### src/rtl/imm_pkg.sv
// Shared definitions for the immediate-generation stage: format codes,
// RISC-V major opcodes and the immediate expansion function.
package imm_pkg;

  typedef enum logic [2:0] {
    FMT_I    = 3'b000,
    FMT_S    = 3'b001,
    FMT_U    = 3'b010,
    FMT_B    = 3'b101,
    FMT_J    = 3'b110,
    FMT_NONE = 3'b111
  } imm_fmt_e;

  // Reported on imm_fmt when auto decode finds no legal format.
  localparam logic [2:0] FMT_AUTO_ILLEGAL = 3'b011;

  localparam logic [6:0] OPC_OP_IMM   = 7'b0010011;
  localparam logic [6:0] OPC_LOAD     = 7'b0000011;
  localparam logic [6:0] OPC_JALR     = 7'b1100111;
  localparam logic [6:0] OPC_OP_IMM_W = 7'b0011011;
  localparam logic [6:0] OPC_STORE    = 7'b0100011;
  localparam logic [6:0] OPC_BRANCH   = 7'b1100011;
  localparam logic [6:0] OPC_LUI      = 7'b0110111;
  localparam logic [6:0] OPC_AUIPC    = 7'b0010111;
  localparam logic [6:0] OPC_JAL      = 7'b1101111;
  localparam logic [6:0] OPC_OP       = 7'b0110011;
  localparam logic [6:0] OPC_OP_W     = 7'b0111011;

  // Upper 32 bits are a sign extension only for 64-bit datapaths.
  function automatic logic [63:0] imm_expand(input logic [31:0] instr,
                                             input imm_fmt_e    fmt,
                                             input logic        xlen64);
    logic [31:0] imm32;
    case (fmt)
      FMT_I:   imm32 = {{20{instr[31]}}, instr[31:20]};
      FMT_S:   imm32 = {{20{instr[31]}}, instr[31:25], instr[11:7]};
      FMT_B:   imm32 = {{19{instr[31]}}, instr[31], instr[7], instr[30:25],
                        instr[11:8], 1'b0};
      FMT_U:   imm32 = {instr[31:12], 12'b0};
      FMT_J:   imm32 = {{11{instr[31]}}, instr[31], instr[19:12], instr[20],
                        instr[30:21], 1'b0};
      default: imm32 = '0;
    endcase
    return xlen64 ? {{32{imm32[31]}}, imm32} : {32'b0, imm32};
  endfunction

endpackage

### src/rtl/imm_fmt_decode.sv
// Combinational opcode-to-format decode with legality; the word-sized
// opcodes are only legal on a 64-bit datapath.
module imm_fmt_decode
  import imm_pkg::*;
#(
  parameter int XLEN = 32
) (
  input  logic [6:0] opcode_i,
  output logic [2:0] fmt_o,
  output logic       legal_o
);

  always_comb begin
    fmt_o   = FMT_AUTO_ILLEGAL;
    legal_o = 1'b0;
    case (opcode_i)
      OPC_OP_IMM, OPC_LOAD, OPC_JALR: begin
        fmt_o   = FMT_I;
        legal_o = 1'b1;
      end
      OPC_OP_IMM_W: begin
        if (XLEN == 64) begin
          fmt_o   = FMT_I;
          legal_o = 1'b1;
        end
      end
      OPC_STORE: begin
        fmt_o   = FMT_S;
        legal_o = 1'b1;
      end
      OPC_BRANCH: begin
        fmt_o   = FMT_B;
        legal_o = 1'b1;
      end
      OPC_LUI, OPC_AUIPC: begin
        fmt_o   = FMT_U;
        legal_o = 1'b1;
      end
      OPC_JAL: begin
        fmt_o   = FMT_J;
        legal_o = 1'b1;
      end
      OPC_OP: begin
        fmt_o   = FMT_NONE;
        legal_o = 1'b1;
      end
      OPC_OP_W: begin
        if (XLEN == 64) begin
          fmt_o   = FMT_NONE;
          legal_o = 1'b1;
        end
      end
      default: ;
    endcase
  end

endmodule

### src/rtl/imm_gen_stage.sv
// Registered immediate-generation stage at the decode/execute boundary.
// Handshake: an entry moves on in_valid && in_ready; in_ready = !out_valid || out_ready.
module imm_gen_stage
  import imm_pkg::*;
#(
  parameter int XLEN        = 32,
  parameter int AUTO_DECODE = 1,
  parameter int CNT_W       = 16
) (
  input  logic             clk,
  input  logic             rst,
  input  logic             flush,
  input  logic             in_valid,
  output logic             in_ready,
  input  logic [31:0]      instr,
  input  logic [2:0]       imm_src,
  output logic             out_valid,
  input  logic             out_ready,
  output logic [XLEN-1:0]  imm_ext,
  output logic [2:0]       imm_fmt,
  output logic             illegal,
  output logic [CNT_W-1:0] illegal_count
);

  logic [2:0]      dec_fmt;
  logic            dec_legal;
  logic            man_legal;
  logic [2:0]      fmt_sel;
  logic            fmt_legal;
  logic [63:0]     imm_full;
  logic            accept;

  logic             valid_q, valid_d;
  logic [XLEN-1:0]  imm_q, imm_d;
  logic [2:0]       fmt_q, fmt_d;
  logic             illegal_q, illegal_d;
  logic [CNT_W-1:0] cnt_q, cnt_d;

  if (AUTO_DECODE != 0) begin : g_auto
    imm_fmt_decode #(.XLEN(XLEN)) u_decode (
      .opcode_i (instr[6:0]),
      .fmt_o    (dec_fmt),
      .legal_o  (dec_legal)
    );
  end else begin : g_manual
    assign dec_fmt   = FMT_AUTO_ILLEGAL;
    assign dec_legal = 1'b0;
  end

  assign man_legal = (imm_src != 3'b011) && (imm_src != 3'b100);
  assign fmt_sel   = (AUTO_DECODE != 0) ? dec_fmt : imm_src;
  assign fmt_legal = (AUTO_DECODE != 0) ? dec_legal : man_legal;
  assign imm_full  = fmt_legal ? imm_expand(instr, imm_fmt_e'(fmt_sel), XLEN == 64)
                               : 64'b0;

  assign in_ready = !valid_q || out_ready;
  assign accept   = in_valid && in_ready;

  always_comb begin
    valid_d   = valid_q;
    imm_d     = imm_q;
    fmt_d     = fmt_q;
    illegal_d = illegal_q;
    cnt_d     = cnt_q;
    if (accept) begin
      valid_d   = 1'b1;
      imm_d     = imm_full[XLEN-1:0];
      fmt_d     = fmt_sel;
      illegal_d = !fmt_legal;
    end else if (out_ready) begin
      valid_d = 1'b0;
    end
    // A flush discards both the held entry and one accepted this cycle.
    if (flush) valid_d = 1'b0;
    if (accept && !flush && !fmt_legal && (cnt_q != '1)) cnt_d = cnt_q + CNT_W'(1);
  end

  always_ff @(posedge clk) begin
    if (rst) begin
      valid_q   <= 1'b0;
      imm_q     <= '0;
      fmt_q     <= 3'b000;
      illegal_q <= 1'b0;
      cnt_q     <= '0;
    end else begin
      valid_q   <= valid_d;
      imm_q     <= imm_d;
      fmt_q     <= fmt_d;
      illegal_q <= illegal_d;
      cnt_q     <= cnt_d;
    end
  end

  assign out_valid     = valid_q;
  assign imm_ext       = imm_q;
  assign imm_fmt       = fmt_q;
  assign illegal       = illegal_q;
  assign illegal_count = cnt_q;

endmodule

### config.mk
export PLATFORM = sky130hd
export DESIGN_NAME = imm_gen_stage
export DESIGN_NICKNAME = d
export VERILOG_FILES = /design/src/rtl/imm_pkg.sv /design/src/rtl/imm_fmt_decode.sv /design/src/rtl/imm_gen_stage.sv
export SDC_FILE = /design/constraint.sdc
export NUM_CORES = 1
export LEC_CHECK = 0
export CAP_MARGIN = 20
export CORE_ASPECT_RATIO = 1.75
export CORE_MARGIN = 2
export CORE_UTILIZATION = 44
export DETAILED_ROUTE_END_ITERATION = 8
export PLACE_DENSITY = 0.8
export SYNTH_ARGS = -nofsm -noshare
export SYNTH_HDL_FRONTEND = slang
export SYNTH_SLANG_ARGS = --single-unit
### constraint.sdc
create_clock -name clk -period 2.4 [get_ports clk]
set_clock_uncertainty 0.1 [all_clocks]
set_input_delay 0.24 -clock clk [delete_from_list [all_inputs] [get_ports clk]]
set_output_delay 0.24 -clock clk [all_outputs]
set_load 0.05 [all_outputs]
# Word-level counts from Yosys, hierarchy flattened

Cells that the tools add are included.

Register bits: 53
Bits of input ports: 40
Output and inout bits: 54
Logic and storage cells: 40

Add/sub/neg operators: 1
Eq/ne operators: 14
Mux-type cells: 6
Reductions and logical operators: 14

Operators by type and width:

| kind                                                            | number |
|---|---|
| 32-bit one-hot mux with 5 select lines                          | 1 |
| 32-bit two-way mux                                              | 1 |
| 7-bit by 6-bit == test with 1-bit output, second input constant | 3 |
| 7-bit == test, second input constant                            | 3 |
| 3-bit one-hot mux with 6 select lines                           | 1 |
| 16-bit by 1-bit adder with 16-bit output, second input constant | 1 |
| 16-bit != test, second input constant                           | 1 |
| 7-bit by 5-bit == test with 1-bit output, second input constant | 2 |
| 9-bit OR reduction                                              | 1 |
| 7-bit by 2-bit == test with 1-bit output, second input constant | 1 |
| 3-bit == test, second input constant                            | 2 |
| 1-bit logical AND                                               | 4 |
| 2-bit OR reduction                                              | 2 |
| 3-bit by 1-bit == test with 1-bit output, second input constant | 1 |
| 3-bit by 2-bit == test with 1-bit output, second input constant | 1 |
| 1-bit logical NOT                                               | 3 |
| 3-bit logical NOT                                               | 1 |
| 1-bit two-way mux                                               | 3 |
| 3-bit OR reduction                                              | 1 |
| 2-bit nonzero test                                              | 1 |
| 1-bit logical OR                                                | 1 |

# Longest topological paths before layout

Depth after elaboration: 6
Mapped depth: 8
Gate-level depth less buffers: 7

# Modules after synthesis

Synthesis repeated with hierarchy kept, for this count alone.

Cells, all modules: 301
Area, all modules: 2565.0 um^2

Modules (own cells, without submodules):

| module         | instances | cells an instance | area an instance (um^2) | seq. area each (um^2) |
|---|---|---|---|---|
| imm_gen_stage  | 1         | 281               | 2433.6                  | 1061.0 |
| imm_fmt_decode | 1         | 20                | 131.4                   | 0.0 |

# Least setup slack after synthesis

No wires, ideal clock.

Kind: register -> register
Start: reg valid_q, in the netlist out_valid
End: reg cnt_q[7], in the netlist illegal_count[7]
Setup time: 0.071 ns
Arrival time: 2.143 ns
Required time: 2.229 ns
Path slack: 0.086 ns
Cell stages (with the launch flop): 7
Path buffers: 0
Clock period less this slack: 2.314 ns
Cells stage by stage: dfxtp_1 > nand2b_1 > nand2_1 > nor2_1 > nand3_2 > or4_1 > a21oi_1

Word-level cells in the longest chain between the ends: 6

RTL lines:

| element                        | RTL line            | RTL |
|---|---|---|
| start: declaration             | imm_gen_stage.sv:33 | `logic valid_q, valid_d;` |
| start signal: assignment       | imm_gen_stage.sv:86 | `valid_q <= valid_d;` |
| 1-bit logical NOT              | imm_gen_stage.sv:56 | `assign in_ready = !valid_q \|\| out_ready;` |
| 1-bit logical OR               | imm_gen_stage.sv:56 |  |
| named net in_ready             | imm_gen_stage.sv:14 | `output logic in_ready,` |
| 1-bit logical AND              | imm_gen_stage.sv:57 | `assign accept = in_valid && in_ready;` |
| 1-bit logical AND (3 in a row) | imm_gen_stage.sv:75 | `if (accept && !flush && !fmt_legal && (cnt_q != '1)) cnt_d = cnt_q + CNT_W'(1);` |
| end signal: assignment         | imm_gen_stage.sv:90 | `cnt_q <= cnt_d;` |
| end: declaration               | imm_gen_stage.sv:37 | `logic [CNT_W-1:0] cnt_q, cnt_d;` |

The timed path passes the listed nets, and every way through them passes these cells.
A chain may end at the register's enable or synchronous reset.

# Worst setup path after layout

Start: reg cnt_q[0], in the netlist illegal_count[0]
End: reg cnt_q[7], in the netlist illegal_count[7]

Word-level cells in the longest chain between the ends: 2
Elaborated cells on any way between the ends: 3
Classes of those cells: 1 x add/sub; 1 x eq/ne; 1 x reduce/logical

RTL lines:

| element |
|---|
| branches (longest 2 deep; another with 16-bit by 1-bit adder with 16-bit output) |

Several ways; the timed one is not identified.

==> results.ini <==
[run_status]
outcome = finished, final reports clean

[power]
pwr_density_cell_mw_per_mm2 = 475
p_total_mw = 1.73
p_leak_nw = 1.33
ir_worst_vdd_v = 0.000378

[floorplan]
num_rows = 36
die-area_sq_mm = 0.00629
die_w_microns = 60.8
io_pins = 94
core_area_sq_mm = 0.00550
start_util_pct = 45.2
die_y_microns = 103

[finish]
n_antenna_cell = 0
drive_gt1_share_pct = 9.92
nFillCells = 480
postLayoutCoreUtil_pct = 66.1
area_growth_pct = 46.2
final_nets = 423

[route]
postRouteAntennaNets = 0
wl_microns = 6710
drtIter0Drc = 125
drc = 0
vias = 2477
via_per_inst = 5.40
drtPass1Iterations = 4
wl_per_cell_microns = 14.6

[global_routing]
grt_util_all_layers_pct = 22.3
grt_max_degree = 29
grt_pass1_vias = 2387
grt_pass1_wl_microns = 10800
grt-ovfl-total = 0
grt_antenna_before_repair = 0

[yosys]
synth_fa_ha_area_share_pct = 0.503
synth-edff-count = 0
yosysMostFrequentCell = dfxtp_1
synth_top_cell_area_share_pct = 42.7
ys_types = 52
yosys-top-cells-count = dfxtp_1, nand2_1, nor2_1
ys.warnings.count = 0
ys_seq_area_share_pct = 42.7
yosys.area_share.simple_pct = 28.2
synth_compound_area_share_pct = 20.2
synth_ff_type = dfxtp_1
syn_inst = 286
ys_async_sr_fraction_pct = 0
synth_area_leaders = dfxtp_1, a22o_1, nand2_1
synthMuxAreaShare_pct = 0.403
synth_area_per_cell_sq_um = 8.69
syn_nets = 327
syn_area_sq_mm = 0.00249
synth_top_family_by_area = simple AND/OR/NAND/NOR gates
yosys.area.top_type = dfxtp_1
synth_xor_area_share_pct = 4.58
ys_seq_elements = 53

[place]
gp_congestion = 0.894
post-dp-hpwl_microns = 5140
numPortBuffers = 90

[worst_hold_path]
holdPathEnd = imm_ext[16]$_SDFFE_PP0P_
hp-class = flop to flop
hold_start = imm_ext[16]$_SDFFE_PP0P_
min_path_cells = 2

[sta]
worst_pin_slew_ns = 0.542
finalSetupViolCount = 0
fmax_mhz = 487
max_slew_margin_pct = 63.8
period_minus_slack_ns = 2.05
hold_viol_final = 0
fin_crit_sh_pct = 85.5
whs_ns = 0.357
rsz0062_at_grt = no
slew_violations = 0
setup-tns-final_ns = 0

[clock_network]
path_clk_slew_ns = 0.10
cts_tree = done
clk_latency_ns = 0.31
postCtsResizedCells = 0
cts_made_buffers = 5
h-tree-depth = 2
clock-root-buffer = clkbuf_8
cts_sinks = 53
clk_path_buf_depth = 2
ctsHoldBuffers = 0
postCtsSetupRepairBufs = 0

[critical_path]
required_ns = 2.54
cp_common_cell = nand3_2
setup.worst_path.end_class = flop
r2r_setup_slack_ns = 0.35
crit_arrival_ns = 2.19
critPathMaxStageDelay_ns = 0.50
worstRegToRegCells = 8
worst-path-buf-inv = 1
r2r-start = illegal_count[0]$_SDFFE_PP0P_
cp_max_fo = 12
crit_chain = ha_1, nand3_2, nor4_1, nand3_1, buf_4, nand3_2, or4_1, a21oi_1
reg2reg_to = illegal_count[7]$_SDFFE_PP0P_
crit_path_start_kind = flop
cp_slowest_cell = or4_1
path_delay_family = simple AND/OR/NAND/NOR gates
critical_path_class = flop to flop

[run]
max-cap-violations = 0

cells in the final DEF (no fill, tap or decap), types with 2 or more instances in the layout:
| cell | synthesis | routed |
|---|---|---|
| clkdlybuf4s50_1 | 0 | 89 |
| dfxtp_1 | 53 | 53 |
| nand2_1 | 33 | 33 |
| nor2_1 | 25 | 25 |
| nand3_1 | 16 | 16 |
| buf_4 | 0 | 16 |
| a21oi_1 | 15 | 15 |
| a22o_1 | 15 | 15 |
| a22oi_1 | 13 | 13 |
| xor2_1 | 11 | 11 |
| nor3_1 | 10 | 10 |
| o21ai_0 | 10 | 10 |
| nand4_1 | 6 | 6 |
| and2_0 | 6 | 6 |
| and2_1 | 5 | 5 |
| clkbuf_8 | 0 | 5 |
| nor4_1 | 4 | 4 |
| nand2b_1 | 3 | 3 |
| inv_1 | 3 | 3 |
| and4_1 | 3 | 3 |
| nor2b_2 | 2 | 2 |
| nand3_2 | 2 | 2 |
| xnor2_1 | 2 | 2 |
| nor2b_1 | 2 | 2 |
| o31ai_1 | 2 | 2 |
| or4_1 | 2 | 2 |
| o21ai_1 | 2 | 2 |
worst max-delay path by stage:
stage | from | endpoint | cells past startpoint
after detailed placement | out_ready | illegal_count[7]$_SDFFE_PP0P_ | 7
after global placement | instr[5] | imm_ext[15]$_SDFFE_PP0P_ | 6
after CTS | illegal_count[0]$_SDFFE_PP0P_ | illegal_count[7]$_SDFFE_PP0P_ | 8
after global routing | illegal_count[1]$_SDFFE_PP0P_ | illegal_count[10]$_SDFFE_PP0P_ | 8
final | illegal_count[0]$_SDFFE_PP0P_ | illegal_count[7]$_SDFFE_PP0P_ | 8
after floorplan | out_valid$_SDFFE_PP0P_ | illegal_count[7]$_SDFFE_PP0P_ | 6
state kept, by name, indices dropped and copies added (netlist names):
name / count
illegal_count: 16
out_valid: 1
imm_ext: 32
illegal: 1
imm_fmt: 3
worst reg2reg max path, cell delays in order, from the launching register on:
cell,delay (ns)
dfxtp_1,0.38
ha_1,0.26
nand3_2,0.10
nor4_1,0.06
nand3_1,0.08
buf_4,0.19
nand3_2,0.19
or4_1,0.50
a21oi_1,0.14
final cells by class:
cell class / count / area (sq um) / area share, %
Multi-Input combinational cell: 214 / 1350 / 37.0
Clock inverter: 2 / 38.8 / 1.07
Inverter: 3 / 11.3 / 0.310
Clock buffer: 6 / 72.6 / 2.00
Timing Repair Buffer: 105 / 1010 / 27.8
Sequential cell: 53 / 1060 / 29.2
Tap cell: 76 / 95.1 / 2.62
through the flow:
stage,worst slack (ns),cell area [sq um],std cells
after CTS,0.360,3630,459
after floorplan,0.0861,2490,286
after detailed placement,0.122,3520,451
after global routing,0.187,3630,459
final,0.347,3630,459
after global placement,0.157,3520,451
power breakdown:
| part | internal, mW | switching (mW) | leakage (nW) | total [mW] |
|---|---|---|---|---|
| logic | 0.103 | 0.123 | 0.845 | 0.227 |
| clock network | 0.313 | 0.291 | 0.0554 | 0.605 |
| registers | 0.888 | 0.00726 | 0.428 | 0.895 |
| total | 1.30 | 0.422 | 1.33 | 1.73 |
routing by layer:
layer | track usage, % | vias to the layer above | part of all wire, %
li1 | - | 1226 | -
met1 | 22.3 | 1140 | 37
met2 | 42.5 | 97 | 54
met3 | 5.35 | 14 | 6.8
met4 | 8.70 | 0 | 2.5
met5 | 0 | - | 0
cells by family (layout without fill, tap and decap cells):
| family | count (synthesis) | count (layout) |
|---|---|---|
| compound gates | 69 | 69 |
| fa+ha+maj | 1 | 1 |
| buf+inv | 19 | 116 |
| simple gates | 130 | 130 |
| xor+xnor | 13 | 13 |
| mux | 1 | 1 |
| flops | 53 | 53 |
(Power assumes the default switching activity.)
